===== src/rtl/switch_ctrl_pkg.sv =====
// switch_ctrl shared constants, port/FSM encodings and routing helpers.
// Optional perf counters are enabled with SWITCH_CTRL_PERF_CNT_EN.
package switch_ctrl_pkg;

    localparam int NPORT      = 5;
    localparam int TAM_FLIT   = 16;
    localparam int REG3       = 3;
    localparam int METADEFLIT = TAM_FLIT / 2;
    localparam int QUARTOFLIT = TAM_FLIT / 4;
    localparam int NP_REGF    = NPORT * TAM_FLIT;
    localparam int NP_REG3    = NPORT * REG3;
    localparam int CNT_W      = 16;

    typedef logic [REG3-1:0] port_t;

    localparam port_t EAST  = 3'd0;
    localparam port_t WEST  = 3'd1;
    localparam port_t NORTH = 3'd2;
    localparam port_t SOUTH = 3'd3;
    localparam port_t LOCAL = 3'd4;

    localparam logic [1:0] S_IDLE  = 2'd0;
    localparam logic [1:0] S_ARB   = 2'd1;
    localparam logic [1:0] S_ROUTE = 2'd2;
    localparam logic [1:0] S_GRANT = 2'd3;

    // Port index p advanced by k positions around the ring.
    function automatic port_t port_add(input port_t p, input int k);
        int s;
        s = (int'(p) + k) % NPORT;
        return port_t'(s);
    endfunction

    // Entry i of a packed per-port table.
    function automatic port_t port_at(input logic [NP_REG3-1:0] v,
                                      input int i);
        return v[i*REG3 +: REG3];
    endfunction

    // XY routing: resolve X first, then Y, LOCAL on exact match.
    function automatic port_t xy_route(input logic [TAM_FLIT-1:0] flit,
                                       input logic [METADEFLIT-1:0] addr);
        logic [QUARTOFLIT-1:0] tx, ty, lx, ly;
        port_t d;
        tx = flit[METADEFLIT-1:QUARTOFLIT];
        ty = flit[QUARTOFLIT-1:0];
        lx = addr[METADEFLIT-1:QUARTOFLIT];
        ly = addr[QUARTOFLIT-1:0];
        if (tx == lx && ty == ly)
            d = LOCAL;
        else if (lx < tx)
            d = EAST;
        else if (lx > tx)
            d = WEST;
        else if (ly < ty)
            d = NORTH;
        else
            d = SOUTH;
        return d;
    endfunction

endpackage


===== src/rtl/switch_ctrl_if.sv =====
// Router-side bundle between input buffers, crossbar and switch_ctrl.
// grant_cnt/block_cnt exist only with SWITCH_CTRL_PERF_CNT_EN.
interface switch_ctrl_if;
    import switch_ctrl_pkg::*;

    logic [NPORT-1:0]      h;
    logic [NPORT-1:0]      sender;
    logic [NP_REGF-1:0]    data_t;
    logic [METADEFLIT-1:0] address;
    logic [NPORT-1:0]      ack_h;
    logic [NPORT-1:0]      free;
    logic [NP_REG3-1:0]    tab_in_t;
    logic [NP_REG3-1:0]    tab_out_t;
`ifdef SWITCH_CTRL_PERF_CNT_EN
    logic [CNT_W-1:0]      grant_cnt;
    logic [CNT_W-1:0]      block_cnt;
`endif

    modport master (
        output h, sender, data_t, address,
`ifdef SWITCH_CTRL_PERF_CNT_EN
        input  grant_cnt, block_cnt,
`endif
        input  ack_h, free, tab_in_t, tab_out_t
    );

    modport slave (
        input  h, sender, data_t, address,
`ifdef SWITCH_CTRL_PERF_CNT_EN
        output grant_cnt, block_cnt,
`endif
        output ack_h, free, tab_in_t, tab_out_t
    );

endinterface


===== src/rtl/switch_ctrl_rr_arbiter.sv =====
// Round-robin requester select; search begins one past i_prio.
// Purely combinational; the caller registers the result.
module rr_arbiter
    import switch_ctrl_pkg::*;
(
    input  logic [NPORT-1:0] i_req,
    input  port_t            i_prio,
    output port_t            o_idx,
    output logic             o_valid
);

    // Scan from farthest to nearest so the nearest hit wins.
    always_comb begin
        o_valid = 1'b0;
        o_idx   = '0;
        for (int k = NPORT; k >= 1; k--) begin
            if (i_req[port_add(i_prio, k)]) begin
                o_valid = 1'b1;
                o_idx   = port_add(i_prio, k);
            end
        end
    end

endmodule


===== src/rtl/switch_ctrl.sv =====
// Phoenix router switch control: RR arbitration, XY routing, crossbar tables.
// Define SWITCH_CTRL_PERF_CNT_EN to add grant/block counters.
module switch_ctrl
    import switch_ctrl_pkg::*;
(
    input  logic          i_clock,
    input  logic          i_reset,
    switch_ctrl_if.slave  io_sw
);

    logic [1:0]          r_state;
    port_t               r_prio;
    port_t               r_sel;
    logic [TAM_FLIT-1:0] r_flit;
    logic [NPORT-1:0]    r_free;
    logic [NPORT-1:0]    r_ack;
    logic [NP_REG3-1:0]  r_tab_in;
    logic [NP_REG3-1:0]  r_tab_out;

    port_t               w_arb_idx;
    logic                w_arb_valid;
    port_t               w_dir;
    logic                w_live;
    logic                w_grant;
    logic                w_block;
    logic [NPORT-1:0]    w_release;

    rr_arbiter u_arb (
        .i_req   (io_sw.h),
        .i_prio  (r_prio),
        .o_idx   (w_arb_idx),
        .o_valid (w_arb_valid)
    );

    // Route decision for the latched header against registered free.
    always_comb begin
        w_dir   = xy_route(r_flit, io_sw.address);
        w_live  = io_sw.h[r_sel];
        w_grant = (r_state == S_ROUTE) && w_live && r_free[w_dir];
        w_block = (r_state == S_ROUTE) && w_live && !r_free[w_dir];
    end

    // Owned output goes free once its input stops sending.
    always_comb begin
        w_release = '0;
        for (int o = 0; o < NPORT; o++) begin
            w_release[o] = !r_free[o] &&
                           !io_sw.sender[port_at(r_tab_out, o)];
        end
    end

    // Arbitration FSM: pick requester, latch header, resolve route.
    always_ff @(posedge i_clock or posedge i_reset) begin
        if (i_reset) begin
            r_state <= S_IDLE;
            r_prio  <= LOCAL;
            r_sel   <= '0;
            r_flit  <= '0;
        end else begin
            case (r_state)
                S_IDLE: begin
                    if (|io_sw.h)
                        r_state <= S_ARB;
                end
                S_ARB: begin
                    if (w_arb_valid) begin
                        r_sel   <= w_arb_idx;
                        r_flit  <= io_sw.data_t[int'(w_arb_idx)*TAM_FLIT +: TAM_FLIT];
                        r_state <= S_ROUTE;
                    end else begin
                        r_state <= S_IDLE;
                    end
                end
                S_ROUTE: begin
                    if (w_live) begin
                        r_prio  <= r_sel;
                        r_state <= w_grant ? S_GRANT : S_IDLE;
                    end else begin
                        r_state <= S_IDLE;
                    end
                end
                default: r_state <= S_IDLE;
            endcase
        end
    end

    // Grant pulse, output reservation/release and crossbar tables.
    always_ff @(posedge i_clock or posedge i_reset) begin
        if (i_reset) begin
            r_free    <= '1;
            r_ack     <= '0;
            r_tab_in  <= '0;
            r_tab_out <= '0;
        end else begin
            r_ack  <= '0;
            r_free <= r_free | w_release;
            if (w_grant) begin
                r_ack[r_sel]  <= 1'b1;
                r_free[w_dir] <= 1'b0;
                r_tab_out[int'(w_dir)*REG3 +: REG3] <= r_sel;
                r_tab_in[int'(r_sel)*REG3 +: REG3]  <= w_dir;
            end
        end
    end

    assign io_sw.ack_h     = r_ack;
    assign io_sw.free      = r_free;
    assign io_sw.tab_in_t  = r_tab_in;
    assign io_sw.tab_out_t = r_tab_out;

`ifdef SWITCH_CTRL_PERF_CNT_EN
    logic [CNT_W-1:0] r_grant_cnt;
    logic [CNT_W-1:0] r_block_cnt;

    // Free-running wrap counters of grants and blocked route attempts.
    always_ff @(posedge i_clock or posedge i_reset) begin
        if (i_reset) begin
            r_grant_cnt <= '0;
            r_block_cnt <= '0;
        end else begin
            if (w_grant)
                r_grant_cnt <= r_grant_cnt + 1'b1;
            if (w_block)
                r_block_cnt <= r_block_cnt + 1'b1;
        end
    end

    assign io_sw.grant_cnt = r_grant_cnt;
    assign io_sw.block_cnt = r_block_cnt;
`endif

endmodule


===== src/flat_wrapper.sv =====
// flat-port wrapper written by rule: the top's interface ports become plain ports
module switch_ctrl_flat import switch_ctrl_pkg::*;
  (i_clock, i_reset, io_sw_h, io_sw_sender, io_sw_data_t, io_sw_address, io_sw_ack_h, io_sw_free, io_sw_tab_in_t, io_sw_tab_out_t);
  switch_ctrl_if io_sw_i ();
  input  logic i_clock;
  input  logic i_reset;
  input wire logic [$bits(io_sw_i.h)-1:0] io_sw_h;
  input wire logic [$bits(io_sw_i.sender)-1:0] io_sw_sender;
  input wire logic [$bits(io_sw_i.data_t)-1:0] io_sw_data_t;
  input wire logic [$bits(io_sw_i.address)-1:0] io_sw_address;
  output wire logic [$bits(io_sw_i.ack_h)-1:0] io_sw_ack_h;
  output wire logic [$bits(io_sw_i.free)-1:0] io_sw_free;
  output wire logic [$bits(io_sw_i.tab_in_t)-1:0] io_sw_tab_in_t;
  output wire logic [$bits(io_sw_i.tab_out_t)-1:0] io_sw_tab_out_t;
  assign io_sw_i.h = io_sw_h;
  assign io_sw_i.sender = io_sw_sender;
  assign io_sw_i.data_t = io_sw_data_t;
  assign io_sw_i.address = io_sw_address;
  assign io_sw_ack_h = io_sw_i.ack_h;
  assign io_sw_free = io_sw_i.free;
  assign io_sw_tab_in_t = io_sw_i.tab_in_t;
  assign io_sw_tab_out_t = io_sw_i.tab_out_t;
  switch_ctrl u_core (.i_clock(i_clock), .i_reset(i_reset), .io_sw(io_sw_i));
endmodule

===== config.mk =====
export PLATFORM = sky130hd
export DESIGN_NAME = switch_ctrl_flat
export DESIGN_NICKNAME = d
export VERILOG_FILES = /design/src/rtl/switch_ctrl_pkg.sv /design/src/rtl/switch_ctrl_if.sv /design/src/rtl/switch_ctrl_rr_arbiter.sv /design/src/rtl/switch_ctrl.sv /design/src/flat_wrapper.sv
export SDC_FILE = /design/constraint.sdc
export NUM_CORES = 1
export LEC_CHECK = 0
export ABC_AREA = 1
export CAP_MARGIN = 20
export CORE_AREA = 5 5 104 106
export CTS_CLUSTER_SIZE = 14
export DETAILED_ROUTE_END_ITERATION = 12
export DIE_AREA = 0 0 109 111
export GPL_ROUTABILITY_DRIVEN = 0
export PLACE_DENSITY = 0.8
export SKIP_CTS_REPAIR_TIMING = 1
export SLEW_MARGIN = 20
export SYNTH_ARGS = -nofsm -noshare
export SYNTH_HDL_FRONTEND = slang
export SYNTH_SLANG_ARGS = --single-unit
export TNS_END_PERCENT = 5

===== constraint.sdc =====
create_clock -name i_clock -period 5.7 [get_ports i_clock]
set_input_delay 1.71 -clock i_clock [delete_from_list [all_inputs] [get_ports i_clock]]
set_output_delay 1.71 -clock i_clock [all_outputs]
set_load 0.005 [all_outputs]

==> results.json <==
{
  "drc": 0,
  "clkTransAtPathRegs_ns": 0.10,
  "final-setup-viol-count": 0,
  "synthToLayoutAreaGrowth_pct": 27.5,
  "grt_use_total_pct": 21.0,
  "rsz0062_at_grt": "no",
  "worstMarginPinSlew_ns": 0.783,
  "die_h_um": 111,
  "ant_nets": 0,
  "cts_buffers": 5,
  "avgSynthCellArea_um2": 6.98,
  "clk_latency_ns": 0.31,
  "grt_max_degree": 35,
  "netlist_instances": 649,
  "synth-seq-cells": 56,
  "syn-cell-area_um2": 4530,
  "yosysWarningCount": 0,
  "min_from": "u_core.io_sw.tab_in_t[13]",
  "min_path_cells": 2,
  "io_pins": 140,
  "die_area_um2": 12100,
  "cp_max_fo": 10,
  "endpoint_kind": "flop",
  "final-hold-violation-count": 0,
  "synth.yosys.seq_area_share_pct": 31.1,
  "crit_type": "in2reg",
  "vias": 4727,
  "clockRootBuffer": "clkbuf_8",
  "start_util_pct": 46.8,
  "synth_nets": 789,
  "cts_num_sinks": 56,
  "via_per_inst": 5.34,
  "max-slew-margin-rel_pct": 47.4,
  "nets": 892,
  "dr.pass1.iters": 5,
  "cts_tree": "done",
  "r2r_setup_slack_ns": 1.32,
  "grt_overflow": 0,
  "grt_pass1_wl_um": 21100,
  "status": "completed",
  "drive_gt1_share_pct": 6.51,
  "wirelength_um": 12500,
  "hpwl_um": 10200,
  "layout_min_cycle_time_ns": 4.79,
  "io_buffers": 99,
  "reg2reg_depth": 24,
  "startpoint_type": "input port",
  "htree_levels": 2,
  "critPathArrivalTime_ns": 4.99,
  "drt_iter0_markers": 270,
  "cp-startpoint": "io_sw_address[7]",
  "rows": 36,
  "worstReg2RegStart": "u_core.r_prio[1]",
  "finalCritPeriodShare_pct": 84.0,
  "reg2reg_to": "u_core.r_flit[7]",
  "antenna_found_initial": 0,
  "fin_skew_ns": 0.00916,
  "nFillCells": 913,
  "die_w_um": 109,
  "min_path_type": "reg2reg",
  "tns_ns": 0,
  "cp.required_ns": 5.90,
  "slew_violations": 0,
  "grt_pass1_vias": 4531,
  "clk_path_buf_depth": 2,
  "diodes": 0,
  "fmax_ghz": 0.209,
  "yosys.cell_types.count": 44,
  "wl_per_cell_um": 14.1,
  "crit_end": "u_core.io_sw.tab_in_t[2]",
  "core-area_um2": 9680,
  "max-cap-violations": 0
}
==> logic make-up after synthesis <==
family	share of synthesized area, %
compound gates	12.3
xor+xnor	1.91
fa+ha+maj	11.0
buf+inv	9.25
flops	31.1
mux	0.249
simple gates	34.2
==> cell usage in the layout, fill, tap and decap left out, drive strengths merged <==
cell / Yosys / layout
nand3b: 5 / 5
clkbuf: 3 / 6
o31ai: 9 / 9
a21boi: 2 / 2
nand2: 179 / 179
nand3: 99 / 99
inv: 92 / 92
a22oi: 2 / 2
dfrtp: 50 / 50
xnor2: 2 / 2
ha: 40 / 40
nor2: 36 / 36
xor2: 7 / 7
clkinvlp: 0 / 1
a211oi: 1 / 1
dfstp: 6 / 6
nor3: 7 / 7
o21a: 1 / 1
o22ai: 1 / 1
or2: 2 / 2
o211ai: 4 / 4
a31oi: 2 / 2
nand4: 12 / 12
clkinv: 3 / 4
o2111ai: 1 / 1
clkdlybuf4s50: 0 / 99
nor4: 4 / 4
o41ai: 3 / 3
o21ai: 41 / 41
mux2: 1 / 1
a21oi: 27 / 27
o32a: 1 / 1
buf: 6 / 6
==> flip-flops by register name (all words and copies together) (netlist names) <==
register                count
u_core.r_flit               8
u_core.r_prio               3
u_core.io_sw.free           5
u_core.r_sel                3
u_core.io_sw.tab_in_t      15
u_core.r_state              2
u_core.io_sw.ack_h          5
u_core.io_sw.tab_out_t     15
==> Yosys cell counts (all sizes together) <==
cell type / n / area [um^2]
o22ai: 1 / 6.26
nand3b: 5 / 37.5
clkbuf: 3 / 11.3
or2: 2 / 12.5
clkinv: 3 / 11.3
xor2: 7 / 68.8
nand2: 179 / 719
nor4: 4 / 25.0
mux2: 1 / 11.3
ha: 40 / 500
xnor2: 2 / 17.5
nor3: 7 / 35.0
o41ai: 3 / 26.3
inv: 92 / 350
o21ai: 41 / 209
o2111ai: 1 / 8.76
o211ai: 4 / 30.0
a31oi: 2 / 18.8
a22oi: 2 / 15.0
dfstp: 6 / 158
nor2: 36 / 143
buf: 6 / 46.3
a21boi: 2 / 15.0
nand4: 12 / 75.1
o21a: 1 / 7.51
o31ai: 9 / 67.6
o32a: 1 / 10.0
a211oi: 1 / 7.51
dfrtp: 50 / 1250
a21oi: 27 / 135
nand3: 99 / 500
==> final cells by class <==
class | instances | area [um^2] | share of cell area (%)
clock inverter | 2 | 16.3 | 0.282
clock buffer | 6 | 72.6 | 1.26
sequential | 56 | 1410 | 24.4
inverter | 95 | 362 | 6.26
multi-input combinational | 489 | 2700 | 46.8
timing repair buffer | 105 | 1050 | 18.2
tap | 133 | 166 | 2.88
==> critical path, cell delays in order <==
cell and delay [ns]:
clkdlybuf4s50_1 0.42, ha_1 0.32, nand2_1 0.07, inv_1 0.04
nand3_1 0.10, nor2_1 0.14, nor3_1 0.66, inv_1 0.26
nand3_1 0.16, nand4_1 0.10, nand2_1 0.13, inv_2 0.12
nor3_1 0.27, nand3_1 0.18, mux2_2 0.30
==> stage by stage <==
step | hold WS, ns | cell area (um^2) | instances | utilization [%] | setup slack (ns)
after floorplan | 0.465 | 4530 | 649 | - | 1.62
after global placement | 0.467 | 5670 | 877 | 58.5 | 0.711
after CTS | 0.496 | 5780 | 886 | 59.7 | 0.936
after detailed placement | 0.472 | 5690 | 878 | 58.7 | 0.630
after global routing | 0.510 | 5780 | 886 | 59.7 | 0.610
final | 0.489 | 5780 | 886 | 59.7 | 0.914
==> how the worst min path moves through the flow <==
stage	end	slack (ns)
final	u_core.io_sw.tab_in_t[13]	0.49
after floorplan	u_core.r_flit[1]	0.47
after global routing	u_core.io_sw.tab_in_t[8]	0.51
after CTS	u_core.io_sw.tab_in_t[13]	0.50
after global placement	u_core.io_sw.tab_in_t[6]	0.47
after detailed placement	u_core.io_sw.tab_in_t[13]	0.47
==> layer usage <==
metal / vias up / GRT usage, % / part of all wire [%]
met3: 17 / 2.80 / 5.8
met1: 2220 / 26.5 / 43
met2: 135 / 37.1 / 50
li1: 2355 / - / -
met4: 0 / 5.56 / 1.5
met5: - / 0 / 0
Power is not shown: default switching activity piles up to over one toggle a cycle in this logic, so the estimate is an artifact.
